`src/rtl/seg7_pkg.sv`:
```
// Shared segment patterns (gfedcba, active-high), decoded codes and scan FSM states for the 7-segment reader.
package seg7_pkg;

  localparam logic [6:0] SEG_0     = 7'b0111111;
  localparam logic [6:0] SEG_1     = 7'b0000110;
  localparam logic [6:0] SEG_2     = 7'b1011011;
  localparam logic [6:0] SEG_3     = 7'b1001111;
  localparam logic [6:0] SEG_4     = 7'b1100110;
  localparam logic [6:0] SEG_5     = 7'b1101101;
  localparam logic [6:0] SEG_6     = 7'b1111101;
  localparam logic [6:0] SEG_7     = 7'b0000111;
  localparam logic [6:0] SEG_8     = 7'b1111111;
  localparam logic [6:0] SEG_9     = 7'b1101111;
  localparam logic [6:0] SEG_DASH  = 7'b1000000;
  localparam logic [6:0] SEG_BLANK = 7'b0000000;

  localparam logic [3:0] CODE_BLANK = 4'hA;
  localparam logic [3:0] CODE_DASH  = 4'hE;
  localparam logic [3:0] CODE_INV   = 4'hF;

  typedef enum logic {
    COLLECT = 1'b0,
    HOLD    = 1'b1
  } scan_state_t;

endpackage

```
`src/rtl/seg7_to_bcd.sv`:
```
// Combinational segment-pattern decoder: 7-bit gfedcba pattern to 4-bit code plus error flag.
// Build option SEG7_BLANK_DETECT_EN: an all-dark digit decodes to CODE_BLANK without error.
module seg7_to_bcd
  import seg7_pkg::*;
(
  input  logic [6:0] seg,
  output logic [3:0] code,
  output logic       err
);

  always_comb begin
    code = CODE_INV;
    err  = 1'b1;
    case (seg)
      SEG_0:    begin code = 4'd0;      err = 1'b0; end
      SEG_1:    begin code = 4'd1;      err = 1'b0; end
      SEG_2:    begin code = 4'd2;      err = 1'b0; end
      SEG_3:    begin code = 4'd3;      err = 1'b0; end
      SEG_4:    begin code = 4'd4;      err = 1'b0; end
      SEG_5:    begin code = 4'd5;      err = 1'b0; end
      SEG_6:    begin code = 4'd6;      err = 1'b0; end
      SEG_7:    begin code = 4'd7;      err = 1'b0; end
      SEG_8:    begin code = 4'd8;      err = 1'b0; end
      SEG_9:    begin code = 4'd9;      err = 1'b0; end
      SEG_DASH: begin code = CODE_DASH; err = 1'b0; end
`ifdef SEG7_BLANK_DETECT_EN
      SEG_BLANK: begin code = CODE_BLANK; err = 1'b0; end
`else
      SEG_BLANK: begin code = CODE_INV;   err = 1'b1; end
`endif
      default: begin code = CODE_INV; err = 1'b1; end
    endcase
  end

endmodule

```
`src/rtl/seg7_scan_reader.sv`:
```
// Reads a multiplexed 4-digit 7-segment scan, debounces each digit dwell and assembles frames with a valid/ack handshake.
// Build option SEG7_BLANK_DETECT_EN (in seg7_to_bcd) makes a blank digit a legal code.
module seg7_scan_reader
  import seg7_pkg::*;
#(
  parameter int unsigned STABLE_CNT = 4
) (
  input  logic        CLK,
  input  logic        RST,
  input  logic [6:0]  SEG,
  input  logic [3:0]  DIG,
  output logic [15:0] OUT,
  output logic        VALID,
  input  logic        ACK,
  output logic        ERR,
  output logic        OVR
);

  localparam logic [7:0] STABLE_TGT = 8'(STABLE_CNT);

  function automatic logic [7:0] sat_inc8(input logic [7:0] v);
    return (v == 8'hFF) ? v : v + 8'd1;
  endfunction

  logic [6:0]  seg_p0, seg_p1, seg_p2;
  logic [3:0]  dig_p0, dig_p1, dig_p2;
  logic [7:0]  stab_cnt, stab_cnt_n;
  logic        dig_onehot, same_as_prev, capture;
  logic [3:0]  dec_code;
  logic        dec_err;
  logic [3:0]  slot_code [4];
  logic [3:0]  slot_err;
  logic [3:0]  mask;
  scan_state_t state, state_n;
  logic        load, drop, ack_clr;

  // p0/p1: two-flop synchroniser; p2: previous synchronised sample
  always_ff @(posedge CLK) begin
    if (RST) begin
      seg_p0 <= '0;
      seg_p1 <= '0;
      seg_p2 <= '0;
      dig_p0 <= '0;
      dig_p1 <= '0;
      dig_p2 <= '0;
    end else begin
      seg_p0 <= SEG;
      seg_p1 <= seg_p0;
      seg_p2 <= seg_p1;
      dig_p0 <= DIG;
      dig_p1 <= dig_p0;
      dig_p2 <= dig_p1;
    end
  end

  always_comb begin
    dig_onehot   = $onehot(dig_p1);
    same_as_prev = (dig_p1 == dig_p2) && (seg_p1 == seg_p2);
    stab_cnt_n   = 8'd0;
    capture      = 1'b0;
    if (dig_onehot) begin
      stab_cnt_n = same_as_prev ? sat_inc8(stab_cnt) : 8'd1;
      // A restart that lands on the target (STABLE_CNT=1) is a new dwell; a held target is not
      capture    = (stab_cnt_n == STABLE_TGT) && (!same_as_prev || (stab_cnt != STABLE_TGT));
    end
  end

  seg7_to_bcd u_dec (
    .seg  (seg_p1),
    .code (dec_code),
    .err  (dec_err)
  );

  always_ff @(posedge CLK) begin
    for (int i = 0; i < 4; i++) begin
      if (capture && dig_p1[i]) begin
        slot_code[i] <= dec_code;
        slot_err[i]  <= dec_err;
      end
    end
  end

  always_comb begin
    state_n = state;
    load    = 1'b0;
    drop    = 1'b0;
    ack_clr = 1'b0;
    case (state)
      COLLECT: begin
        if (mask == 4'hF) begin
          load    = 1'b1;
          state_n = HOLD;
        end
      end
      HOLD: begin
        if (mask == 4'hF) begin
          if (ACK) begin
            load    = 1'b1;
            ack_clr = 1'b1;
          end else begin
            drop    = 1'b1;
          end
        end else if (ACK) begin
          ack_clr = 1'b1;
          state_n = COLLECT;
        end
      end
      default: state_n = COLLECT;
    endcase
  end

  // Frame assembly: a capture on the same edge as a frame hand-off starts the next frame
  always_ff @(posedge CLK) begin
    if (RST) begin
      state    <= COLLECT;
      stab_cnt <= 8'd0;
      mask     <= 4'd0;
      OUT      <= 16'hFFFF;
      ERR      <= 1'b0;
      OVR      <= 1'b0;
    end else begin
      state    <= state_n;
      stab_cnt <= stab_cnt_n;
      mask     <= ((load || drop) ? 4'd0 : mask) | (capture ? dig_p1 : 4'd0);
      if (load) begin
        OUT <= {slot_code[3], slot_code[2], slot_code[1], slot_code[0]};
        ERR <= |slot_err;
      end
      if (ack_clr) begin
        OVR <= 1'b0;
      end else if (drop) begin
        OVR <= 1'b1;
      end
    end
  end

  assign VALID = (state == HOLD);

endmodule

```
`config.mk`:
```
export PLATFORM = sky130hd
export DESIGN_NAME = seg7_scan_reader
export DESIGN_NICKNAME = d
export VERILOG_FILES = /design/src/rtl/seg7_pkg.sv /design/src/rtl/seg7_to_bcd.sv /design/src/rtl/seg7_scan_reader.sv
export SDC_FILE = /design/constraint.sdc
export NUM_CORES = 1
export LEC_CHECK = 0
export BUFFER_PORTS_ARGS = -buffer_cell sky130_fd_sc_hd__buf_2
export CORE_UTILIZATION = 60
export DETAILED_ROUTE_END_ITERATION = 6
export PLACE_DENSITY = 0.81
export SYNTH_ARGS = -nofsm -noshare
export SYNTH_HDL_FRONTEND = slang
export SYNTH_HIERARCHICAL = 1
export SYNTH_SLANG_ARGS = --single-unit
```
`constraint.sdc`:
```
create_clock -name CLK -period 5.1 [get_ports CLK]
set_input_delay 1.02 -clock CLK [delete_from_list [all_inputs] [get_ports CLK]]
set_output_delay 1.02 -clock CLK [all_outputs]
set_load 0.005 [all_outputs]
```
Word-level counts from Yosys, hierarchy flattened
Memory sizes are Yosys's and may differ from the RTL's. A register that Yosys moved wholly into a read port is not among the register bits.
Cells that the tools add are included.
Widths: inputs -> output; s select.

cells by class
  bitwise gates (word level) = 3
  equal/unequal tests = 18
  multiplexer cells = 34
  add/sub/neg operators = 4
  reductions and logical operators = 16

operators with widths
  operator             number
  $eq 7x7->1 const B   8
  $pmux 4 s11          1
  $mux 1               21
  $mux 4               5
  $mux 8               2
  $reduce_or 4->1      4
  $eq 7x3->1 const B   2
  $reduce_or 11->1     1
  $add 8x1->8 const B  1
  $eq 8x3->1 const B   1
  $eq 8x8->1 const B   1
  $ne 8x3->1 const B   1
  $eq 7x6->1 const B   1
  $eq 7x7->1           1
  $logic_and 1x1->1    6
  $mux 2               3
  $add 1x1->2          2
  $eq 4x4->1           1
  $eq 4x4->1 const B   1
  $or 4x4->4           1
  $pmux 1 s2           2
  $reduce_or 2->1      2
  $add 2x2->3          1
  $eq 3x1->1 const B   1
  other kinds (3)      5

storage, ports and cells
  bits in writable memories = 16
  output and inout bits = 19
  register bits = 52
  input port bits = 14
  word-level logic and storage cells = 91
  memories kept = 1

memories
  name       words  bits a word  read ports  clocked after memory_dff  write ports  line                    text
  slot_code  4      4            4           4                         1            seg7_scan_reader.sv:31  logic [3:0] slot_code [4];

Longest topological paths before layout
  depth in word-level cells = 13
  mapped depth = 10
  mapped depth without buffers = 10

Hierarchy
Netlist, hierarchy kept.

modules (own cells, without submodules)
  module            instances  area an instance (sq um)  cells an instance  seq. area each (sq um)
  seg7_scan_reader  1          3105.5                    267                1881.8
  seg7_to_bcd       1          259.0                     35                 0.0

Worst setup path before layout
No wires, ideal clock.

  path type = reg2reg
  from = reg dig_p1[0]
  to = mem slot_code[0][0], enable pin
  path buffers = 0
  slack = 2.227 ns
  data required time = 4.785 ns
  stages on the path, launching flop included = 11
  library setup time = 0.315 ns
  data arrival time = 2.558 ns
  clock period less this slack = 2.873 ns
  cell sequence = dfxtp_1 inv_1 fa_1 inv_1 ha_1 ha_1 nor2_1 nand2_1 or3_1 nor4b_1 and4_1

between the ends
  cells in the longest elaborated chain, start to end = 13
  elaborated cells on any way between the ends = 32
  those cells by class = 2 x add/sub; 3 x eq/ne; 16 x mux; 11 x reduce/logical

ends and longest elaborated chain
  item                                                            line                                            text
  start: declaration                                              seg7_scan_reader.sv:26                          logic [3:0] dig_p0, dig_p1, dig_p2;
  start signal: assignment                                        seg7_scan_reader.sv:51                          dig_p1 <= dig_p0;
  $eq 4x4->1                                                      seg7_scan_reader.sv:58                          same_as_prev = (dig_p1 == dig_p2) && (seg_p1 == seg_p2);
  $logic_and 1x1->1                                               seg7_scan_reader.sv:58
  $mux 8 or $logic_not 1->1 (tied branches)                       seg7_scan_reader.sv:62, seg7_scan_reader.sv:64
  $eq 8x3->1 or $logic_or 1x1->1 (tied branches)                  seg7_scan_reader.sv:64                          capture = (stab_cnt_n == STABLE_TGT) && (!same_as_prev || (stab_cnt != STABLE_TGT));
  $logic_and 1x1->1                                               seg7_scan_reader.sv:64
  $mux 1                                                          seg7_scan_reader.sv:61                          if (dig_onehot) begin
  $logic_and 1x1->1                                               seg7_scan_reader.sv:76                          if (capture && dig_p1[i]) begin
  $mux 1                                                          seg7_scan_reader.sv:76
  $mux 1 (implied by the code)                                    seg7_scan_reader.sv:77                          slot_code[i] <= dec_code;
  $reduce_or 4->1 (no source line)                                --
  $mux 2 (no source line) or $mux 1 (tied branches) (3 in a row)  --
  end: declaration                                                seg7_scan_reader.sv:31

Parallel ways exist; a longest one is shown, timed or not.

Worst setup path in the final report
  from = reg dig_p1[0]
  to = reg slot_err[0], enable pin

between the ends
  cells in the longest elaborated chain, start to end = 7
  elaborated cells on any way between the ends = 12
  those cells by class = 2 x add/sub; 3 x eq/ne; 2 x mux; 5 x reduce/logical

ends and longest elaborated chain
  item                                            line                                            text
  $eq 4x4->1                                      seg7_scan_reader.sv:58
  $logic_and 1x1->1                               seg7_scan_reader.sv:58
  $mux 8 or $logic_not 1->1 (tied branches)       seg7_scan_reader.sv:62, seg7_scan_reader.sv:64
  $eq 8x3->1 or $logic_or 1x1->1 (tied branches)  seg7_scan_reader.sv:64
  $logic_and 1x1->1                               seg7_scan_reader.sv:64
  $mux 1                                          seg7_scan_reader.sv:61
  $logic_and 1x1->1 *                             seg7_scan_reader.sv:76
  end signal: indexed assignment                  seg7_scan_reader.sv:78                          slot_err[i] <= dec_err;
  end: declaration                                seg7_scan_reader.sv:32                          logic [3:0] slot_err;

Mark *: on every way between the ends. The rest lies on a longest branch, timed or not.
A chain may end at the register's enable or synchronous reset.

==> impl_metrics.json <==
{
  "grt_pass1_vias": 2122,
  "path_class": "register to register",
  "seq_area_frac_synth": 0.559,
  "synth_common_cells": "64 x dfxtp_1, 47 x nor2b_1, 20 x edfxtp_1",
  "maxCapViolCount": 0,
  "multi_input_area_um2": 1360,
  "hold_end": "dig_p1[2]",
  "drt-wirelength-per-cell_um": 14.0,
  "period_share": 0.634,
  "finalWirelength_um": 5670,
  "relSlewSlack": 0.216,
  "cp_max_fo": 5,
  "arrival_ps": 3270,
  "post_cts_buffers": 0,
  "synth_fp_nets": 321,
  "timing.rr.start": "dig_p1[0]",
  "synth_area_leader_cell": "dfxtp_1",
  "synthToLayoutAreaGrowth_pct": 11.3,
  "period_minus_slack_ps": 3230,
  "peakVddDrop_mv": 0.211,
  "ys.flop_type": "dfxtp_1",
  "place.port_buffers": 32,
  "ys_types": 51,
  "io_pins": 33,
  "drive_above_1_share": 0.198,
  "fin_area_um2": 3750,
  "cts-resized-gates": 0,
  "required_ps": 5140,
  "cts_root_buf": "clkbuf_8",
  "syn_area_per_cell_um2": 11.1,
  "via_count": 2251,
  "detail-route-antenna-nets": 0,
  "setup_tns_ps": 0,
  "status": "completed",
  "async_reset_ff_frac": 0,
  "clkTransAtPathRegs_ps": 80,
  "synth_top_area_frac": 0.381,
  "power_per_cell_area_nw_per_um2": 334,
  "synth_seq_cells": 84,
  "hpwl_um": 3790,
  "cts_hold_buf": 0,
  "cts_tree": "built",
  "nets": 348,
  "syn_inst": 302,
  "fin_skew_ps": 9.92,
  "holdCritStartpoint": "dig_p0[2]",
  "slew_violations": 0,
  "worstMarginPinSlew_ps": 1170,
  "diodes": 0,
  "htreeDepth": 3,
  "first_iter_violations": 137,
  "drc": 0,
  "holdPathStages": 1,
  "grt_usage": 0.216,
  "syn-cell-area_um2": 3360,
  "r2r-end": "slot_err[0]",
  "place.gp.congestion": 0.850,
  "ys_top_cells_by_area": "dfxtp_1 38%, edfxtp_1 18%, nor2b_1 8.7%",
  "p_leak_nw": 1.43,
  "first_pass_iters": 4,
  "grt_first_pass_wirelength_um": 9760,
  "cts_sinks": 84,
  "grt_max_degree": 59,
  "synth_enable_flop_cells": 20,
  "end_kind": "register",
  "floorplan.initialDensity": 0.642,
  "setup_viol": 0,
  "placed_area_um2": 3530,
  "gr-total-overflow": 0,
  "core_area_um2": 5240,
  "reg2reg_slack_ps": 1870,
  "timing.fmax_ghz": 0.309,
  "register_area_um2": 1880,
  "vias_per_cell": 5.57,
  "clk_path_buf_depth": 2,
  "die_y_um": 76.9,
  "dieArea_um2": 5910,
  "antenna_found_initial": 0,
  "cts_made_buffers": 9,
  "fillCellCount": 401,
  "rr_worst_depth": 10,
  "die_width_um": 76.9,
  "clk_latency_ps": 350,
  "cp-start-kind": "register",
  "grt_setup_unrepaired": "no",
  "yosysMostFrequentCell": "dfxtp_1",
  "hp-class": "register to register",
  "num_rows": 26,
  "final-hold-violation-count": 0,
  "yosys_warnings": 6
}
[placed cells by master (no fill, tap or decap), drive strengths merged, types with 4 or more instances in the layout]
cell type and instances:
dfxtp 64, nor2b 47, buf 32, edfxtp 20, nor2 17, a211o 16
nand2 13, xor2 11, inv 10, clkbuf 9, a21oi 8, nor3 7
and4 7, nand3 6, o32ai 5, or3 5, clkinv 5, ha 4
nor4 4
[cell type report]
type                    count  share of cell area
inverters                  10              0.0100
clock inverters             7              0.0244
flip-flops and latches     84               0.502
well taps                  70              0.0234
repair buffers             32              0.0428
clock buffers               9              0.0331
multi-input cells         192               0.364
[routing by layer]
metal,up-vias,part of all wire,GRT usage
met5,-,0,0
met4,0,0.028,0.144
li1,1130,-,-
met3,15,0.034,0.0488
met1,1059,0.47,0.277
met2,47,0.47,0.328
[state kept, by name (all words and copies together), names as in the netlist]
signal,count
dig_p2,4
seg_p2,7
slot_code,16
dig_p1,4
OVR,1
seg_p1,7
ERR,1
slot_err,4
stab_cnt,8
OUT,16
seg_p0,7
dig_p0,4
VALID,1
mask,4
[worst max-delay path, cell delays in order (launching register included)]
cell	delay [ps]
dfxtp_1	360
inv_1	80
fa_1	540
inv_1	40
ha_1	170
ha_1	260
nor2_1	110
nand2_1	80
or3_1	330
nor4b_1	530
and4_1	430
[kinds of logic after synthesis]
group,after synthesis,share of synthesized area
AOI/OAI and AO/OA,43,0.105
xor gates and xnor gates,13,0.0338
adders and majority gates,5,0.0208
buffers and inverters,26,0.0361
DFF,84,0.559
muxes,2,0.00595
and+or+nand+nor,129,0.239
[power by group]
part           internal [mW]  switching, mW
clock network          0.274          0.231
logic                 0.0224         0.0248
registers              0.690        0.00995
[stage by stage]
| stage | util | hold slack, ps | instances | setup WS [ps] | power, mW |
|---|---|---|---|---|---|
| after detailed placement | 0.674 | 426 | 388 | 1900 | 0.763 |
| after global routing | 0.715 | 460 | 404 | 1660 | 1.30 |
| after CTS | 0.715 | 445 | 404 | 1880 | 1.26 |
| final | 0.715 | 439 | 404 | 1870 | 1.25 |
| after floorplan | - | 414 | 302 | 2230 | 0.750 |
| after global placement | 0.674 | 418 | 388 | 1950 | 0.761 |
[worst max-delay path by stage]
stage,start,endpoint,slack (ps)
CTS,dig_p1[0],slot_err[0],1880
detailed placement,dig_p1[0],slot_code[0][1],1900
global placement,dig_p1[0],slot_code[0][0],1950
floorplan,dig_p1[0],slot_code[0][0],2230
global route,dig_p1[0],slot_code[2][3],1660
finish,dig_p1[0],slot_err[0],1870
Power figures use the tool's default switching activity.
